**src/rtl/ram_port_arbiter_if.sv**
```systemverilog
// ram_port_arbiter_if: bundle of the two requester ports (IFU = m0, LSU = m1)
// and the single-port SRAM port driven by ram_port_arbiter.
// The 'slave' modport is the arbiter's view; 'master' is the view of the
// environment that owns the requesters and the RAM.
interface ram_port_arbiter_if #(
  parameter int AW = 32,
  parameter int DW = 32,
  parameter int MW = 4
);
  // IFU port (read-only)
  logic          m0_req;
  logic [AW-1:0] m0_addr;
  logic          m0_gnt;
  logic          m0_rvalid;
  logic [DW-1:0] m0_rdata;
  // LSU port (read/write, with lock)
  logic          m1_req;
  logic          m1_we;
  logic [MW-1:0] m1_wem;
  logic [AW-1:0] m1_addr;
  logic [DW-1:0] m1_wdata;
  logic          m1_lock;
  logic          m1_gnt;
  logic          m1_rvalid;
  logic [DW-1:0] m1_rdata;
  // shared SRAM port
  logic          ram_cs;
  logic          ram_we;
  logic [MW-1:0] ram_wem;
  logic [AW-1:0] ram_addr;
  logic [DW-1:0] ram_din;
  logic [DW-1:0] ram_dout;

  modport slave (
    input  m0_req, m0_addr,
    output m0_gnt, m0_rvalid, m0_rdata,
    input  m1_req, m1_we, m1_wem, m1_addr, m1_wdata, m1_lock,
    output m1_gnt, m1_rvalid, m1_rdata,
    output ram_cs, ram_we, ram_wem, ram_addr, ram_din,
    input  ram_dout
  );

  modport master (
    output m0_req, m0_addr,
    input  m0_gnt, m0_rvalid, m0_rdata,
    output m1_req, m1_we, m1_wem, m1_addr, m1_wdata, m1_lock,
    input  m1_gnt, m1_rvalid, m1_rdata,
    input  ram_cs, ram_we, ram_wem, ram_addr, ram_din,
    output ram_dout
  );
endinterface

```
**src/rtl/ram_port_arbiter.sv**
```systemverilog
// ram_port_arbiter: shares one single-port SRAM between the IFU (m0, reads
// only) and the LSU (m1, reads/writes). One RAM access per cycle, registered
// read data, and an LSU lock for back-to-back (read-modify-write) accesses.
//
// Optional feature macro: ARB_ROUND_ROBIN_EN
//   defined   -> conflicts in ARB go to the master not granted last
//   undefined -> fixed priority, m1 wins every conflict
//
// Handshake: a master holds req/addr/data stable while req=1; the access
// happens on the rising edge where gnt=1 (gnt is combinational from req and
// state). For reads, rvalid is 1 for exactly the cycle after that edge and
// rdata holds until the next read for the same master completes.
module ram_port_arbiter #(
  parameter int AW = 32,
  parameter int DW = 32,
  parameter int MW = 4
) (
  input  logic                clk,
  input  logic                rst_n,
  ram_port_arbiter_if.slave   bus,
  output logic                dbg_lock,
  output logic                dbg_last_m1
);

  typedef enum logic {
    ST_ARB  = 1'b0,
    ST_LOCK = 1'b1
  } state_t;

  state_t        state_q, state_d;
  logic          last_m1_q;
  logic          m0_gnt_c, m1_gnt_c;
  logic          m1_wins_conflict;
  logic          m0_rvalid_q, m1_rvalid_q;
  logic [DW-1:0] m0_rdata_q, m1_rdata_q;

`ifdef ARB_ROUND_ROBIN_EN
  assign m1_wins_conflict = ~last_m1_q;
`else
  assign m1_wins_conflict = 1'b1;
`endif

  // Grant selection and lock state transitions
  always_comb begin
    state_d  = state_q;
    m0_gnt_c = 1'b0;
    m1_gnt_c = 1'b0;
    case (state_q)
      ST_ARB: begin
        if (bus.m0_req && bus.m1_req) begin
          m1_gnt_c = m1_wins_conflict;
          m0_gnt_c = ~m1_wins_conflict;
        end else begin
          m0_gnt_c = bus.m0_req;
          m1_gnt_c = bus.m1_req;
        end
        if (m1_gnt_c && bus.m1_lock) state_d = ST_LOCK;
      end
      ST_LOCK: begin
        // m1 owns the RAM; leave on an idle cycle or an unlocked access
        m1_gnt_c = bus.m1_req;
        if (!bus.m1_req || !bus.m1_lock) state_d = ST_ARB;
      end
      default: state_d = ST_ARB;
    endcase
  end

  // RAM port mux: granted master drives the RAM, everything zero otherwise
  always_comb begin
    bus.ram_cs   = 1'b0;
    bus.ram_we   = 1'b0;
    bus.ram_wem  = '0;
    bus.ram_addr = '0;
    bus.ram_din  = '0;
    if (m1_gnt_c) begin
      bus.ram_cs   = 1'b1;
      bus.ram_we   = bus.m1_we;
      bus.ram_wem  = bus.m1_wem & {MW{bus.m1_we}};
      bus.ram_addr = bus.m1_addr;
      bus.ram_din  = bus.m1_wdata;
    end else if (m0_gnt_c) begin
      bus.ram_cs   = 1'b1;
      bus.ram_addr = bus.m0_addr;
    end
  end

  // State register and last-grant pointer
  always_ff @(posedge clk or negedge rst_n) begin
    if (!rst_n) begin
      state_q   <= ST_ARB;
      last_m1_q <= 1'b0;
    end else begin
      state_q <= state_d;
      if (m1_gnt_c) begin
        last_m1_q <= 1'b1;
      end else if (m0_gnt_c) begin
        last_m1_q <= 1'b0;
      end
    end
  end

  // Read response registers: capture RAM data on the granting edge
  always_ff @(posedge clk or negedge rst_n) begin
    if (!rst_n) begin
      m0_rvalid_q <= 1'b0;
      m1_rvalid_q <= 1'b0;
      m0_rdata_q  <= '0;
      m1_rdata_q  <= '0;
    end else begin
      m0_rvalid_q <= m0_gnt_c;
      m1_rvalid_q <= m1_gnt_c & ~bus.m1_we;
      if (m0_gnt_c) m0_rdata_q <= bus.ram_dout;
      if (m1_gnt_c && !bus.m1_we) m1_rdata_q <= bus.ram_dout;
    end
  end

  assign bus.m0_gnt    = m0_gnt_c;
  assign bus.m1_gnt    = m1_gnt_c;
  assign bus.m0_rvalid = m0_rvalid_q;
  assign bus.m1_rvalid = m1_rvalid_q;
  assign bus.m0_rdata  = m0_rdata_q;
  assign bus.m1_rdata  = m1_rdata_q;
  assign dbg_lock      = (state_q == ST_LOCK);
  assign dbg_last_m1   = last_m1_q;

endmodule

```
**src/flat_wrapper.sv**
```systemverilog
// flat-port wrapper written by rule: the top's interface ports become plain ports
module ram_port_arbiter_flat 
#(
  parameter int AW = 32,
  parameter int DW = 32,
  parameter int MW = 4
)
  (clk, rst_n, dbg_lock, dbg_last_m1, bus_m0_req, bus_m0_addr, bus_m0_gnt, bus_m0_rvalid, bus_m0_rdata, bus_m1_req, bus_m1_we, bus_m1_wem, bus_m1_addr, bus_m1_wdata, bus_m1_lock, bus_m1_gnt, bus_m1_rvalid, bus_m1_rdata, bus_ram_cs, bus_ram_we, bus_ram_wem, bus_ram_addr, bus_ram_din, bus_ram_dout);
  ram_port_arbiter_if #(.AW(AW), .DW(DW), .MW(MW)) bus_i ();
  input  logic clk;
  input  logic rst_n;
  output logic dbg_lock;
  output logic dbg_last_m1;
  input wire logic [$bits(bus_i.m0_req)-1:0] bus_m0_req;
  input wire logic [$bits(bus_i.m0_addr)-1:0] bus_m0_addr;
  output wire logic [$bits(bus_i.m0_gnt)-1:0] bus_m0_gnt;
  output wire logic [$bits(bus_i.m0_rvalid)-1:0] bus_m0_rvalid;
  output wire logic [$bits(bus_i.m0_rdata)-1:0] bus_m0_rdata;
  input wire logic [$bits(bus_i.m1_req)-1:0] bus_m1_req;
  input wire logic [$bits(bus_i.m1_we)-1:0] bus_m1_we;
  input wire logic [$bits(bus_i.m1_wem)-1:0] bus_m1_wem;
  input wire logic [$bits(bus_i.m1_addr)-1:0] bus_m1_addr;
  input wire logic [$bits(bus_i.m1_wdata)-1:0] bus_m1_wdata;
  input wire logic [$bits(bus_i.m1_lock)-1:0] bus_m1_lock;
  output wire logic [$bits(bus_i.m1_gnt)-1:0] bus_m1_gnt;
  output wire logic [$bits(bus_i.m1_rvalid)-1:0] bus_m1_rvalid;
  output wire logic [$bits(bus_i.m1_rdata)-1:0] bus_m1_rdata;
  output wire logic [$bits(bus_i.ram_cs)-1:0] bus_ram_cs;
  output wire logic [$bits(bus_i.ram_we)-1:0] bus_ram_we;
  output wire logic [$bits(bus_i.ram_wem)-1:0] bus_ram_wem;
  output wire logic [$bits(bus_i.ram_addr)-1:0] bus_ram_addr;
  output wire logic [$bits(bus_i.ram_din)-1:0] bus_ram_din;
  input wire logic [$bits(bus_i.ram_dout)-1:0] bus_ram_dout;
  assign bus_i.m0_req = bus_m0_req;
  assign bus_i.m0_addr = bus_m0_addr;
  assign bus_m0_gnt = bus_i.m0_gnt;
  assign bus_m0_rvalid = bus_i.m0_rvalid;
  assign bus_m0_rdata = bus_i.m0_rdata;
  assign bus_i.m1_req = bus_m1_req;
  assign bus_i.m1_we = bus_m1_we;
  assign bus_i.m1_wem = bus_m1_wem;
  assign bus_i.m1_addr = bus_m1_addr;
  assign bus_i.m1_wdata = bus_m1_wdata;
  assign bus_i.m1_lock = bus_m1_lock;
  assign bus_m1_gnt = bus_i.m1_gnt;
  assign bus_m1_rvalid = bus_i.m1_rvalid;
  assign bus_m1_rdata = bus_i.m1_rdata;
  assign bus_ram_cs = bus_i.ram_cs;
  assign bus_ram_we = bus_i.ram_we;
  assign bus_ram_wem = bus_i.ram_wem;
  assign bus_ram_addr = bus_i.ram_addr;
  assign bus_ram_din = bus_i.ram_din;
  assign bus_i.ram_dout = bus_ram_dout;
  ram_port_arbiter #(.AW(AW), .DW(DW), .MW(MW)) u_core (.clk(clk), .rst_n(rst_n), .bus(bus_i), .dbg_lock(dbg_lock), .dbg_last_m1(dbg_last_m1));
endmodule
```
**config.mk**
```make
export PLATFORM = sky130hd
export DESIGN_NAME = ram_port_arbiter_flat
export DESIGN_NICKNAME = d
export VERILOG_FILES = /design/src/rtl/ram_port_arbiter_if.sv /design/src/rtl/ram_port_arbiter.sv /design/src/flat_wrapper.sv
export SDC_FILE = /design/constraint.sdc
export NUM_CORES = 1
export LEC_CHECK = 0
export CAP_MARGIN = 20
export CORE_AREA = 2 2 107 109
export CTS_BUF_LIST = sky130_fd_sc_hd__clkbuf_2 sky130_fd_sc_hd__clkbuf_4 sky130_fd_sc_hd__clkbuf_8
export CTS_CLUSTER_SIZE = 30
export DETAILED_ROUTE_END_ITERATION = 10
export DIE_AREA = 0 0 109 111
export DONT_BUFFER_PORTS = 1
export PLACE_DENSITY = 0.42
export SKIP_LAST_GASP = 1
export SLEW_MARGIN = 5
export SYNTH_ARGS = -nofsm -noshare
export SYNTH_HDL_FRONTEND = slang
export SYNTH_SLANG_ARGS = --single-unit
```
**constraint.sdc**
```tcl
create_clock -name clk -period 1.5 [get_ports clk]
set_clock_uncertainty 0.05 [all_clocks]
set_input_delay 0.075 -clock clk [delete_from_list [all_inputs] [get_ports clk]]
set_output_delay 0.075 -clock clk [all_outputs]
set_load 0.005 [all_outputs]
```
==> flow_summary_export.csv <==
group,metric,value,unit
timing,final-hold-violation-count,68,
critical_path,critical_path_cell_count,5,
critical_path,cp.arrival,1.72,ns
final_layout,antenna-diode-count,0,
timing,rsz0062_at_grt,"true",
detailed_routing,dr.first_iter.drc_count,120,
critical_path,crit_path_top_delay_cell,"sky130_fd_sc_hd__dfrtp_1",
critical_path,r2r_start,"u_core.dbg_lock",
floorplan,floorplan.die.height,111,um
power,post-layout-total-power,4.64,mW
clock_network,clock_tree.htree_level_count,3,
power,power.density_cell_area,1070,mW/mm^2
global_route,vias_in_the_first_global_route,2318,
critical_path,sort_of_element_at_the_start_of_the_critical_path,"flip-flop",
global_route,grt_antenna_before_repair,3,
placement,place_ws,0.0797,ns
synth,synth_nets,433,
critical_path,path_class,"flip-flop to flip-flop",
clock_network,numCtsBuffers,9,
clock_network,clock_latency,0.33,ns
flow_run,max_cap_violations,0,
synth,synth_warnings,0,
timing,finalMaxSlewViolations,0,
floorplan,die_area,0.0121,mm^2
critical_path,timing.critical_path.cells,"buf_4, nor3b_4, buf_6, clkbuf_16, mux2_2",
final_layout,synthToLayoutAreaGrowth,30.6,%
synth,synth.top_cell.area_share,51.4,%
synth,synth_area_leaders,"sky130_fd_sc_hd__dfrtp_1 (51%), sky130_fd_sc_hd__mux2_2 (21%), sky130_fd_sc_hd__nand2b_1 (6.6%), sky130_fd_sc_hd__and2_1 (6.4%), sky130_fd_sc_hd__o21ai_0 (4.7%)",
timing,final_min_period_over_clock_period,104,%
global_route,grt_util_overall,16.3,%
timing,timing.final.ws_setup,-0.0600,ns
floorplan,ios,278,
detailed_routing,via_per_inst,4.98,
placement,finalWeightedCongestion,0.767,
timing,accumulated_negative_setup_slack,-2.02,ns
power,netSwitchingFraction,27.1,%
critical_path,cp.required,1.66,ns
critical_path,rr_endpoint,"u_core.bus.m0_rdata[30]",
detailed_routing,post-route-drc-count,0,
detailed_routing,total_number_of_vias,2386,
status,result_of_the_run,"finished, violations left",
final_layout,layout.cells.non_filler,479,
final_layout,design.final.nets,469,
critical_path,family_with_the_most_delay_on_the_worst_path,"buffers and inverters",
worst_hold_path,worstHoldPathType,"input pin to async pin",
power,clock_power_share,32.3,%
critical_path,crit_path_max_fanout,8,
global_route,grt-ovfl-total,0,
synth,synthDominantAreaCellType,"sky130_fd_sc_hd__dfrtp_1",
detailed_routing,post_drt_wl_per_cell,22.8,um
global_route,grt_max_degree,106,
power,worst_supply_voltage_drop_on_vdd,455,uV
synth,syn_area_per_cell,11.2,um^2
timing,fin_worst_hold_slack,-0.621,ns
synth,synth-seq-area-share,51.4,%
timing,period_needed,1.56,ns
status,violated_checks,"negative hold slack, negative setup slack",
power,netSwitchingPower,1.26,mW
power,seq_power_share,50.9,%
placement,number_of_placed_cells_counting_well_taps,421,
critical_path,endpoint_kind,"flip-flop",
power,comb_power_share,16.8,%
critical_path,worst-r2r-setup-slack,-0.06,ns
clock_network,cts_tree,"built",
critical_path,rr_worst_depth,5,
power,internal-power,3.38,mW
floorplan,chipWidth,109,um
global_route,grt_first_pass_wirelength,14400,um
clock_network,clock_path_buffers,2,
floorplan,placement_rows,39,
timing,tightest_slew,0.329,ns
timing,setup_viol_count_final,60,
synth,syn_inst,295,
clock_network,total_clock_sinks,68,
synth,flop_and_latch_count_out_of_synthesis,68,
timing,fmax,0.641,GHz
placement,port-buffer-count,0,
critical_path,timing.critical_path.to,"u_core.bus.m0_rdata[30]",
critical_path,critical_path_origin,"u_core.dbg_lock",
detailed_routing,drt-pass1-iter-count,6,
detailed_routing,routed_wirelength,10900,um
critical_path,cpPeakStageDelay,0.40,ns
synth,mappedNetlistArea,0.00331,mm^2
critical_path,critical_path.n_buffers_inverters,3,
power,static_power_due_to_leakage,1.81,nW
clock_network,ctsHoldBuffers,34,
floorplan,initial_utilization,29.9,%
final_layout,layout-drive-gt1-share,35.1,%
clock_network,path_clk_slew,0.08,ns
synth,synth_cell_types,15,
clock_network,root_buffer,"sky130_fd_sc_hd__clkbuf_8",
detailed_routing,ant_nets,0,
placement,detailedPlacementHpwl,7370,um
floorplan,placeableCoreArea,0.0111,mm^2
final_layout,postLayoutCoreUtil,39.0,%
timing,worst_slew_margin_rel,78.2,%
-- Yosys cell counts --
library cell	n
sky130_fd_sc_hd__a21o_1	1
sky130_fd_sc_hd__and2_1	34
sky130_fd_sc_hd__and3_1	4
sky130_fd_sc_hd__buf_2	5
sky130_fd_sc_hd__buf_6	4
sky130_fd_sc_hd__clkbuf_1	14
sky130_fd_sc_hd__dfrtp_1	68
sky130_fd_sc_hd__inv_1	1
sky130_fd_sc_hd__mux2_1	3
sky130_fd_sc_hd__mux2_2	61
sky130_fd_sc_hd__nand2_1	32
sky130_fd_sc_hd__nand2b_1	35
sky130_fd_sc_hd__nor3b_4	1
sky130_fd_sc_hd__o21ai_0	31
sky130_fd_sc_hd__o21ai_1	1
-- final cells by class --
| class | instances | area [um^2] |
|---|---|---|
| Fill cell | 1067 | 6750 |
| Sequential cell | 68 | 1700 |
| Multi-Input combinational cell | 203 | 1650 |
| Timing Repair Buffer | 48 | 593 |
| Tap cell | 143 | 179 |
| Clock buffer | 10 | 131 |
| Clock inverter | 6 | 63.8 |
| Inverter | 1 | 3.75 |
-- power by group through the flow --
| stage | sequential, mW | combinational, mW | clock [mW] |
|---|---|---|---|
| floorplan | 2.32 | 0.482 | 0 |
| global placement | 2.40 | 0.529 | 0 |
| detailed placement | 2.40 | 0.544 | 0 |
| CTS | 2.36 | 0.691 | 1.57 |
| global route | 2.40 | 0.843 | 1.64 |
| finish | 2.36 | 0.779 | 1.50 |
-- worst min path at each step --
stage | start | endpoint | slack, ns
finish | rst_n | u_core.bus.m0_rdata[19] | -0.62
global route | rst_n | u_core.bus.m1_rdata[18] | -0.66
CTS | rst_n | u_core.bus.m0_rdata[19] | -0.65
detailed placement | rst_n | u_core.bus.m0_rdata[14] | -0.27
global placement | rst_n | u_core.bus.m0_rdata[14] | -0.27
floorplan | rst_n | u_core.bus.m0_rdata[0] | -0.27
-- sequential cells by signal (all words and copies together), names as in the netlist --
name and flops:
u_core.dbg_lock 1, u_core.bus.m0_rvalid 1, u_core.dbg_last_m1 1, u_core.bus.m0_rdata 32
u_core.bus.m1_rvalid 1, u_core.bus.m1_rdata 32
-- per-stage QoR --
| stage | cell area, um^2 | hold WS [ns] |
|---|---|---|
| 6_report | 4320 | -0.621 |
| 5_1_grt | 4320 | -0.662 |
| 4_1_cts | 4110 | -0.653 |
| 3_5_place_dp | 3440 | -0.269 |
| 3_3_place_gp | 3440 | -0.269 |
| 2_1_floorplan | 3310 | -0.271 |
-- metal layers --
metal	up-vias	share of wire [%]	track usage, %
met5	-	0.12	0
met4	2	0.91	3.93
met3	10	9.7	6.70
met2	152	51	28.2
met1	1165	38	18.4
li1	1057	-	-
-- logic make-up after synthesis --
| family | share of synthesized area (%) |
|---|---|
| compound gates | 5.06 |
| buf+inv | 3.82 |
| flops | 51.4 |
| mux | 21.8 |
| simple gates | 18.0 |
-- placed cells by master (no fill, tap or decap) --
| master | n |
|---|---|
| sky130_fd_sc_hd__dfrtp_1 | 68 |
| sky130_fd_sc_hd__mux2_2 | 57 |
| sky130_fd_sc_hd__and2_1 | 34 |
| sky130_fd_sc_hd__dlygate4sd3_1 | 34 |
| sky130_fd_sc_hd__nand2b_1 | 33 |
| sky130_fd_sc_hd__nand2_1 | 32 |
| sky130_fd_sc_hd__o21ai_2 | 15 |
| sky130_fd_sc_hd__o21ai_1 | 10 |
| sky130_fd_sc_hd__clkbuf_8 | 9 |
| sky130_fd_sc_hd__o21ai_4 | 7 |
| sky130_fd_sc_hd__mux2_4 | 6 |
| sky130_fd_sc_hd__and3_1 | 4 |
| sky130_fd_sc_hd__buf_12 | 4 |
| sky130_fd_sc_hd__clkbuf_16 | 4 |
| sky130_fd_sc_hd__buf_4 | 3 |
| sky130_fd_sc_hd__clkinvlp_4 | 2 |
| sky130_fd_sc_hd__clkinv_2 | 2 |
| sky130_fd_sc_hd__buf_6 | 2 |
| sky130_fd_sc_hd__nor3b_4 | 1 |
| sky130_fd_sc_hd__nand2b_4 | 1 |
| sky130_fd_sc_hd__nand2b_2 | 1 |
| sky130_fd_sc_hd__inv_1 | 1 |
| sky130_fd_sc_hd__mux2_1 | 1 |
| sky130_fd_sc_hd__a21o_1 | 1 |
| sky130_fd_sc_hd__inv_6 | 1 |
| sky130_fd_sc_hd__bufinv_16 | 1 |
| sky130_fd_sc_hd__clkbuf_4 | 1 |
| sky130_fd_sc_hd__buf_16 | 1 |
-- what timing repair did --
action                     4_1_cts  5_1_grt
hold endpoints to repair       135       68
setup endpoints to repair       33       66
setup buffers                    1        1
pin swaps                        0        6
resized for setup               39       36
cloned                           1        5
Note: power is estimated with default switching activity, not from simulation.
